[config.mk]
export PLATFORM = sky130hd
export DESIGN_NAME = fp32_div
export DESIGN_NICKNAME = d
export VERILOG_FILES = /design/src/rtl/fp32_pkg.sv /design/src/rtl/mant_div24.sv /design/src/rtl/fp32_div.sv
export SDC_FILE = /design/constraint.sdc
export NUM_CORES = 1
export LEC_CHECK = 0
export BUFFER_PORTS_ARGS = -buffer_cell sky130_fd_sc_hd__buf_2
export CAP_MARGIN = 10
export CORE_MARGIN = 2
export CORE_UTILIZATION = 50
export DETAILED_ROUTE_END_ITERATION = 12
export GPL_ROUTABILITY_DRIVEN = 0
export PLACE_DENSITY = 0.67
export SLEW_MARGIN = 10
export SYNTH_ARGS = -nofsm -noshare
export SYNTH_HDL_FRONTEND = slang
export SYNTH_HIERARCHICAL = 1
export SYNTH_SLANG_ARGS = --single-unit
[constraint.sdc]
create_clock -name clk -period 3.8 [get_ports clk]
set_input_delay 0.76 -clock clk [delete_from_list [all_inputs] [get_ports clk]]
set_output_delay 0.76 -clock clk [all_outputs]
set_load 0.05 [all_outputs]
[src/rtl/fp32_pkg.sv]
// Shared FP32 constants, divider FSM states and the divider's result packing function.
package fp32_pkg;

    localparam int unsigned FP32_BIAS    = 127;
    localparam logic [7:0]  FP32_EXP_INF = 8'hFF;
    localparam logic [31:0] FP32_QNAN    = 32'h7FC0_0000;
    localparam int unsigned DIV_ITERS    = 25;

    typedef enum logic [1:0] {StIdle, StDiv, StPack} div_state_e;

    // Returns {div_by_zero, y}; q is floor(a_mant * 2^24 / b_mant), so q[24] or q[23] is set.
    function automatic logic [32:0] fp32_div_pack(
        input logic              sign,
        input logic              a_zero,
        input logic              b_zero,
        input logic signed [9:0] exp,
        input logic [24:0]       q
    );
        logic signed [9:0] exp_n;
        logic [22:0]       frac;
        logic [32:0]       res;
        if (q[24]) begin
            frac  = q[23:1];
            exp_n = exp;
        end else begin
            frac  = q[22:0];
            exp_n = exp - 10'sd1;
        end
        if (a_zero && b_zero) begin
            res = {1'b1, FP32_QNAN};
        end else if (b_zero) begin
            res = {1'b1, sign, FP32_EXP_INF, 23'h0};
        end else if (a_zero) begin
            res = {1'b0, sign, 31'h0};
        end else if (exp_n >= 10'sd255) begin
            res = {1'b0, sign, FP32_EXP_INF, 23'h0};
        end else if (exp_n <= 10'sd0) begin
            res = {1'b0, sign, 31'h0};
        end else begin
            res = {1'b0, sign, exp_n[7:0], frac};
        end
        return res;
    endfunction

endpackage

[src/rtl/mant_div24.sv]
// Restoring 24-bit mantissa divider: one quotient bit per cycle, DIV_ITERS bits in total.
module mant_div24
    import fp32_pkg::*;
(
    input  logic        clk,
    input  logic        rst_n,
    input  logic        start_i,
    input  logic [23:0] a_mant_i,
    input  logic [23:0] b_mant_i,
    output logic [24:0] q_o,
    output logic        done_o
);

    logic [24:0] r_q, r_d;
    logic [24:0] q_q, q_d;
    logic [4:0]  cnt_q, cnt_d;
    logic        busy_q, busy_d;
    logic        q_bit;
    logic [23:0] diff;

    // R < 2*b_mant always holds, so the remainder after subtraction fits in 24 bits.
    assign q_bit = (r_q >= {1'b0, b_mant_i});
    assign diff  = q_bit ? (r_q[23:0] - b_mant_i) : r_q[23:0];

    always_comb begin
        r_d    = r_q;
        q_d    = q_q;
        cnt_d  = cnt_q;
        busy_d = busy_q;
        if (start_i) begin
            r_d    = {1'b0, a_mant_i};
            q_d    = '0;
            cnt_d  = '0;
            busy_d = 1'b1;
        end else if (busy_q) begin
            r_d   = {diff, 1'b0};
            q_d   = {q_q[23:0], q_bit};
            cnt_d = cnt_q + 5'd1;
            if (cnt_q == 5'(DIV_ITERS - 1)) begin
                busy_d = 1'b0;
            end
        end
    end

    always_ff @(posedge clk or negedge rst_n) begin
        if (!rst_n) begin
            r_q    <= '0;
            q_q    <= '0;
            cnt_q  <= '0;
            busy_q <= 1'b0;
        end else begin
            r_q    <= r_d;
            q_q    <= q_d;
            cnt_q  <= cnt_d;
            busy_q <= busy_d;
        end
    end

    // High during the cycle whose closing edge performs the last iteration.
    assign done_o = busy_q && (cnt_q == 5'(DIV_ITERS - 1));
    assign q_o    = q_q;

endmodule

[src/rtl/fp32_div.sv]
// Iterative FP32 divider y = a / b: FTZ, truncation, fixed 26-cycle latency, one op in flight.
module fp32_div
    import fp32_pkg::*;
(
    input  logic        clk,
    input  logic        rst_n,
    input  logic        valid_in,
    output logic        ready_in,
    input  logic [31:0] a,
    input  logic [31:0] b,
    output logic        valid_out,
    output logic [31:0] y,
    output logic        div_by_zero
);

    div_state_e        state_q;
    logic              sign_q;
    logic              a_zero_q;
    logic              b_zero_q;
    logic signed [9:0] exp_q;
    logic [23:0]       b_mant_q;
    logic [31:0]       y_q;
    logic              dbz_q;
    logic              valid_q;
    logic              accept;
    logic              done;
    logic [24:0]       q;
    logic signed [9:0] exp_in;

    assign ready_in = (state_q == StIdle);
    assign accept   = valid_in && ready_in;
    assign exp_in   = $signed({2'b00, a[30:23]}) - $signed({2'b00, b[30:23]})
                    + $signed(10'(FP32_BIAS));

    mant_div24 u_mant_div24 (
        .clk      (clk),
        .rst_n    (rst_n),
        .start_i  (accept),
        .a_mant_i ({1'b1, a[22:0]}),
        .b_mant_i (b_mant_q),
        .q_o      (q),
        .done_o   (done)
    );

    always_ff @(posedge clk or negedge rst_n) begin
        if (!rst_n) begin
            state_q  <= StIdle;
            sign_q   <= 1'b0;
            a_zero_q <= 1'b0;
            b_zero_q <= 1'b0;
            exp_q    <= '0;
            b_mant_q <= '0;
            y_q      <= '0;
            dbz_q    <= 1'b0;
            valid_q  <= 1'b0;
        end else begin
            valid_q <= 1'b0;
            unique case (state_q)
                StIdle: begin
                    if (accept) begin
                        sign_q   <= a[31] ^ b[31];
                        a_zero_q <= (a[30:23] == 8'h00);
                        b_zero_q <= (b[30:23] == 8'h00);
                        exp_q    <= exp_in;
                        b_mant_q <= {1'b1, b[22:0]};
                        state_q  <= StDiv;
                    end
                end
                StDiv: begin
                    if (done) begin
                        state_q <= StPack;
                    end
                end
                StPack: begin
                    {dbz_q, y_q} <= fp32_div_pack(sign_q, a_zero_q, b_zero_q, exp_q, q);
                    valid_q      <= 1'b1;
                    state_q      <= StIdle;
                end
                default: state_q <= StIdle;
            endcase
        end
    end

    assign valid_out   = valid_q;
    assign y           = y_q;
    assign div_by_zero = dbz_q;

endmodule

==> results of run 1 <==
## routing by layer
metal | wire, um | vias up
met5 | 0 | -
met2 | 8056 | 157
li1 | - | 3317
met4 | 373 | 0
met3 | 646 | 26
met1 | 8577 | 3026
## where the power goes
group | leakage (nW) | total, mW | internal, mW | switching, mW
registers | 1.65 | 2.37 | 1.90 | 0.476
clock network | 0.301 | 1.67 | 1.01 | 0.663
logic | 2.57 | 4.90 | 2.03 | 2.87
total | 4.52 | 8.94 | 4.93 | 4.01
## logic make-up after synthesis
family / count (synthesis)
other: 1
AND/OR/NAND/NOR: 323
adder cells (fa/ha/maj): 38
multiplexers: 55
flip-flops: 129
AO/OA/AOI/OAI: 207
XOR/XNOR: 39
buffers and inverters: 105
## cell usage in the layout, fill, tap and decap left out, drive strengths merged, types with 12 or more instances in the layout
cell type	synthesis	layout
xnor2	26	26
nand3	12	12
clkbuf	34	18
buf	12	113
nand2	140	140
dfrtp	129	129
inv	59	64
xor2	13	13
nor3b	16	16
nor3	16	16
nand2b	12	12
o31ai	28	28
a21oi	65	65
nor2	76	76
ha	36	36
o21ai	48	48
mux2i	55	55
## final timing paths
path,start,end,slack [ps],cells past startpoint
min,rst_n,y[19]$_DFFE_PN0P_,430,1
min in group clk,b_mant_q[23]$_DFFE_PN0P_,b_mant_q[23]$_DFFE_PN0P_,470,1
max reg2reg,exp_q[0]$_DFFE_PN0P_,y[2]$_DFFE_PN0P_,860,8
max,exp_q[0]$_DFFE_PN0P_,y[2]$_DFFE_PN0P_,860,8
max in group asynchronous,rst_n,b_mant_q[7]$_DFFE_PN0P_,2530,2
min reg2reg,b_mant_q[23]$_DFFE_PN0P_,b_mant_q[23]$_DFFE_PN0P_,470,1
## worst max-delay path, delay by kind of cell, from the launching register on
family          cells  cell delay, ps
compound gates      1             380
simple gates        4            1320
flops               1             460
fa+ha+maj           1             310
buf+inv             1             100
xor+xnor            1             250
## registers in the layout (all words and copies together), names as in the netlist, 2 cells and up
register,count
state_q,2
u_mant_div24/r_q,25
exp_q,10
y,32
u_mant_div24/cnt_q,5
u_mant_div24/q_o,25
b_mant_q,24
## cell type report
| type | count | area [sq um] | area share |
|---|---|---|---|
| clock buffer | 18 | 439.2 | 0.04718 |
| timing repair buffer | 113 | 598.1 | 0.06426 |
| inverter | 59 | 222.7 | 0.02393 |
| clock inverter | 14 | 168.9 | 0.01815 |
| sequential | 129 | 3229 | 0.3470 |
| multi-input combinational | 663 | 4379 | 0.4705 |
| tap | 216 | 270.3 | 0.02904 |
==> impl_metrics.toml, run 1 <==
[synth]
synth_area_leaders = "dfrtp_1, mux2i_1, nand2_1"
syn_inst = 897
ys_ff_latch = 129
netlist_area_sq_um = 8036
ys_seq_area_frac = 0.4017
synthArstFlopShare = 1.000
synth_top_area_share = 0.4017
synth_top_area_cell = "dfrtp_1"
synth-compound-area-share = 0.1809
synth_flop_cell = "dfrtp_1"
syn-num-nets = 1002
syn_avg_cell_area_sq_um = 8.959
synth_top_family_by_area = "simple AND/OR/NAND/NOR gates"
synth_mux_area_frac = 0.06850
synth_xor_area_frac = 0.04250
synth_commonest_cells = "nand2_1, dfrtp_1, nor2_1, a21oi_1, inv_1"
synth_cell_types = 73
synth-edff-count = 0
yosysMostFrequentCell = "nand2_1"
synthSimpleGateAreaFrac = 0.1912
yosys_warnings = 6
yosys.area_share.adder = 0.06103

[setup_path]
crit_type = "flop to flop"
crit_path_max_incr_delay_ps = 510
worstPathArrival_ps = 3260
crit_chain = "inv_1 > ha_1 > nor4b_2 > nand2b_1 > nor2_1 > xnor2_1 > nand4b_4 > o31ai_1"
crit_path_end_kind = "flop"
critPathMaxFanout = 23
required_ps = 4120
worstSetupStartpointType = "flop"
crit_slowest_cell = "nand4b_4"

[global_routing]
grt-ovfl-total = 0
use_met1 = 0.3039
top_usage_layer = "met2"
met2_usage = 0.3422
antenna_found_initial = 0
track_usage = 0.2182
grt_pass1_wl_um = 29560
grt_use_met3 = 0.04153
grt_pass1_vias = 6075
grt_max_degree = 72

[floorplanning]
dieArea_sq_um = 17100
die_x_um = 130.8
rows = 46
core_sq_um = 15770
ios = 102
initial_utilization = 0.5096
fp.dieH_um = 130.8

[layout]
area_growth_pct = 15.82
antennaDiodeCount = 0
fill_cells = 1452
drive_above_1_share = 0.1817
final_core_util = 0.5902
fin_area_sq_um = 9308
num-nets-final = 1088
fin_cells = 1212

[timing]
finalSetupViolCount = 0
setup_slack_ps = 864.4
fmax_mhz = 340.7
slew_viol_final = 0
finalCritPeriodShare = 0.7725
relSlewSlack = 0.4694
setup_tns_ps = 0
hold_slack_ps = 430.4
min_period_ps = 2936
finClkSkew_ps = 10.61
worst_slew_pin_slew_ps = 796.0
rsz0062_at_grt = "no"
hold_viol = 0

[routing]
first_pass_iters = 5
first_iter_violations = 346
vias_per_cell = 5.384
drt-total-wl_um = 17650
drt-wirelength-per-cell_um = 14.57
drc = 0
final_antenna_net_count = 0
vias = 6526

[clocking]
clk_pin_slew_ps = 60
clk_path_buf_depth = 2
cts_sinks = 129
h-tree-depth = 4
cts_setup_buffers = 0
cts_root_buf = "clkbuf_16"
cts-buffers-inserted = 17
cts-resized-gates = 0
cts_hold_buf = 0
clk_latency_ps = 430
tritoncts = "built"

[place]
place_inst = 1180
numPortBuffers = 101
dp_hpwl_um = 12510
placed_cell_area_sq_um = 8700
place_ws_ps = 740.5

[power]
power_leakage_nw = 4.520
power_mw = 8.936
vdd_drop_max_uv = 467.7
cellPowerDensity_nw_per_um2 = 960.1

[status]
outcome = "finished clean"

[worst_hold_path]
min_path_type = "primary input to asynchronous set/reset pin"

[flow_run]
drv_cap = 0
Power figures use the tool's default switching activity.
==> run 2: changes to the inputs <==
--- a/config.mk
+++ b/config.mk
@@ -5,13 +5,14 @@
 export SDC_FILE = /design/constraint.sdc
 export NUM_CORES = 1
 export LEC_CHECK = 0
+export ABC_AREA = 1
 export BUFFER_PORTS_ARGS = -buffer_cell sky130_fd_sc_hd__buf_2
 export CAP_MARGIN = 10
 export CORE_MARGIN = 2
 export CORE_UTILIZATION = 50
 export DETAILED_ROUTE_END_ITERATION = 12
 export GPL_ROUTABILITY_DRIVEN = 0
-export PLACE_DENSITY = 0.67
+export PLACE_DENSITY = 0.7
 export SLEW_MARGIN = 10
 export SYNTH_ARGS = -nofsm -noshare
 export SYNTH_HDL_FRONTEND = slang
==> constraint.sdc (replaced) <==
create_clock -name clk -period 2.58 [get_ports clk]
set_input_delay 0.516 -clock clk [delete_from_list [all_inputs] [get_ports clk]]
set_output_delay 0.516 -clock clk [all_outputs]
set_load 0.05 [all_outputs]
==> impl_metrics.toml, run 2 <==
[setup_path]
crit_slowest_cell = "fa_1"
critPathMaxFanout = 3
crit_chain = "inv_1 > ha_1 > inv_1 > fa_1 > nand3_1 > nor2_1 > nor2_1 > o21bai_1 > nand2_1 > nand2_1 > nand2_1 > nand3_1 > nand2_1 > nand2_1"
crit_path_end_kind = "flop"
required_ps = 2890
worstSetupStartpointType = "flop"
worstPathArrival_ps = 2620
crit_path_max_incr_delay_ps = 420
rr_worst_depth = 14
crit_type = "flop to flop"
cpMostUsedCell = "nand2_1"

[timing]
setup_tns_ps = 0
fmax_mhz = 433.3
finalSetupViolCount = 0
min_period_ps = 2308
hold_viol = 0
rsz0062_at_grt = "no"
worst_slew_pin_slew_ps = 772.1
setup_slack_ps = 272.3
finalCritPeriodShare = 0.8945
slew_viol_final = 0
relSlewSlack = 0.4847
finClkSkew_ps = 8.842

[routing]
first_iter_violations = 514
first_pass_iters = 5
vias = 7741
vias_per_cell = 5.096
drt-wirelength-per-cell_um = 13.58
drt-total-wl_um = 20620
drc = 0
final_antenna_net_count = 0

[layout]
fill_cells = 1595
final_core_util = 0.5904
num-nets-final = 1391
area_growth_pct = 15.69
antennaDiodeCount = 0
final_cell_mix = "nand2_1, inv_1, dfrtp_1"
drive_above_1_share = 0.1686
mostFrequentLayoutCell = "nand2_1"
multi_input_area_sq_um = 4427
largest_reg_flops = 32
regArea_sq_um = 3228

[synth]
synth_area_leaders = "dfrtp_1, nand2_1, inv_1"
ys_ff_latch = 129
synth-edff-count = 0
synth_commonest_cells = "nand2_1, inv_1, dfrtp_1, nand3_1, nor2_1"
synth_flop_cell = "dfrtp_1"
netlist_area_sq_um = 8463
syn-num-nets = 1290
yosys_warnings = 6
synth_top_area_cell = "dfrtp_1"
ys_seq_area_frac = 0.3814
synth_top_area_share = 0.3814
syn_avg_cell_area_sq_um = 7.142
yosysMostFrequentCell = "nand2_1"
syn_inst = 1185
synthArstFlopShare = 1.000
synth_cell_types = 46

[power]
power_mw = 13.63
vdd_drop_max_uv = 685.2
power_leakage_nw = 5.223
cellPowerDensity_nw_per_um2 = 1393

[clocking]
cts_sinks = 129
cts_root_buf = "clkbuf_16"
tritoncts = "built"
cts_setup_buffers = 0
cts-resized-gates = 0
cts-buffers-inserted = 17
clk_path_buf_depth = 2
cts_hold_buf = 0
h-tree-depth = 4
clk_latency_ps = 430
clk_pin_slew_ps = 60

[floorplanning]
initial_utilization = 0.5103
fp.dieH_um = 134.1
ios = 102
rows = 47
dieArea_sq_um = 17980
die_x_um = 134.1
core_sq_um = 16580

[status]
outcome = "finished clean"

[global_routing]
antenna_found_initial = 0
grt-ovfl-total = 0
grt_pass1_wl_um = 35050
track_usage = 0.2410
grt_pass1_vias = 7321
grt_max_degree = 60

[worst_hold_path]
min_path_type = "primary input to asynchronous set/reset pin"

[place]
dp_hpwl_um = 15310
numPortBuffers = 101
place_ws_ps = 26.35

[flow_run]
drv_cap = 0
## run 2: changes by cell type after synthesis, moves of 22 or more
cell,before,now
a21oi_1,64,29
inv_1,59,153
mux2i_1,55,1
nand2_1,140,442
nand3_1,12,82
o21ai_0,47,25
o22ai_1,1,23
o31ai_2,22,0
## run 2: logic make-up (layout without fill, tap and decap cells)
logic type,Yosys count,after routing,share of synthesized area
flip-flops,129,129,0.3814
AO/OA/AOI/OAI,140,140,0.1053
multiplexers,1,1,0.001183
other,1,1,0.0004431
buffers and inverters,198,312,0.09639
AND/OR/NAND/NOR,662,662,0.3408
adder cells (fa/ha/maj),38,38,0.05795
XOR/XNOR,16,16,0.01656
## run 2: path summary, 6_finish.rpt
check,start,end,slack [ps]
hold / removal,rst_n,y[19]$_DFFE_PN0P_,110
setup / recovery,u_mant_div24/r_q[0]$_DFFE_PN0P_,u_mant_div24/r_q[19]$_DFFE_PN0P_,270
hold reg to reg,b_mant_q[23]$_DFFE_PN0P_,b_mant_q[23]$_DFFE_PN0P_,470
min in group clk,b[8],b_mant_q[8]$_DFFE_PN0P_,280
max in group asynchronous,rst_n,y[28]$_DFFE_PN0P_,1740
setup reg to reg,u_mant_div24/r_q[0]$_DFFE_PN0P_,u_mant_div24/r_q[19]$_DFFE_PN0P_,270
## run 2: stage by stage
step                      instance area, sq um  std cells  hold slack (ps)
after floorplan                           8471       1185            220.4
after global placement                    9206       1487            456.1
after detailed placement                  9206       1487            459.2
after CTS                                 9791       1519            123.8
after global routing                      9791       1519            146.5
final                                     9791       1519            111.0
## run 2: per-layer routing
metal  up-vias  share of wire  global-route usage
met2       201           0.45              0.3769
met3        33          0.044             0.03553
li1       3975              -                   -
met1      3532           0.49              0.3471
met5         -              0                   0
met4         0          0.018             0.07602
## run 2: report_power, final
group          internal [mW]  total (mW)  leakage [nW]  switching (mW)
Combinational           2.77        7.88          3.41            5.11
Sequential              2.79        3.34          1.53           0.553
Clock                   1.44        2.41         0.283           0.971
## run 2: critical path: cells and delay by family, from the launching register on
kind                     cells  cell delay, ps
adder cells (fa/ha/maj)      2             570
flip-flops                   1             370
AO/OA/AOI/OAI                1             190
AND/OR/NAND/NOR              9             890
buffers and inverters        2             170
## run 2: layout make-up
type | instances | area share
Clock buffer | 19 | 0.04422
Clock inverter | 13 | 0.01546
Inverter | 162 | 0.06288
Multi-Input combinational cell | 858 | 0.4521
Sequential cell | 129 | 0.3297
Tap cell | 220 | 0.02812
Timing Repair Buffer | 118 | 0.06748
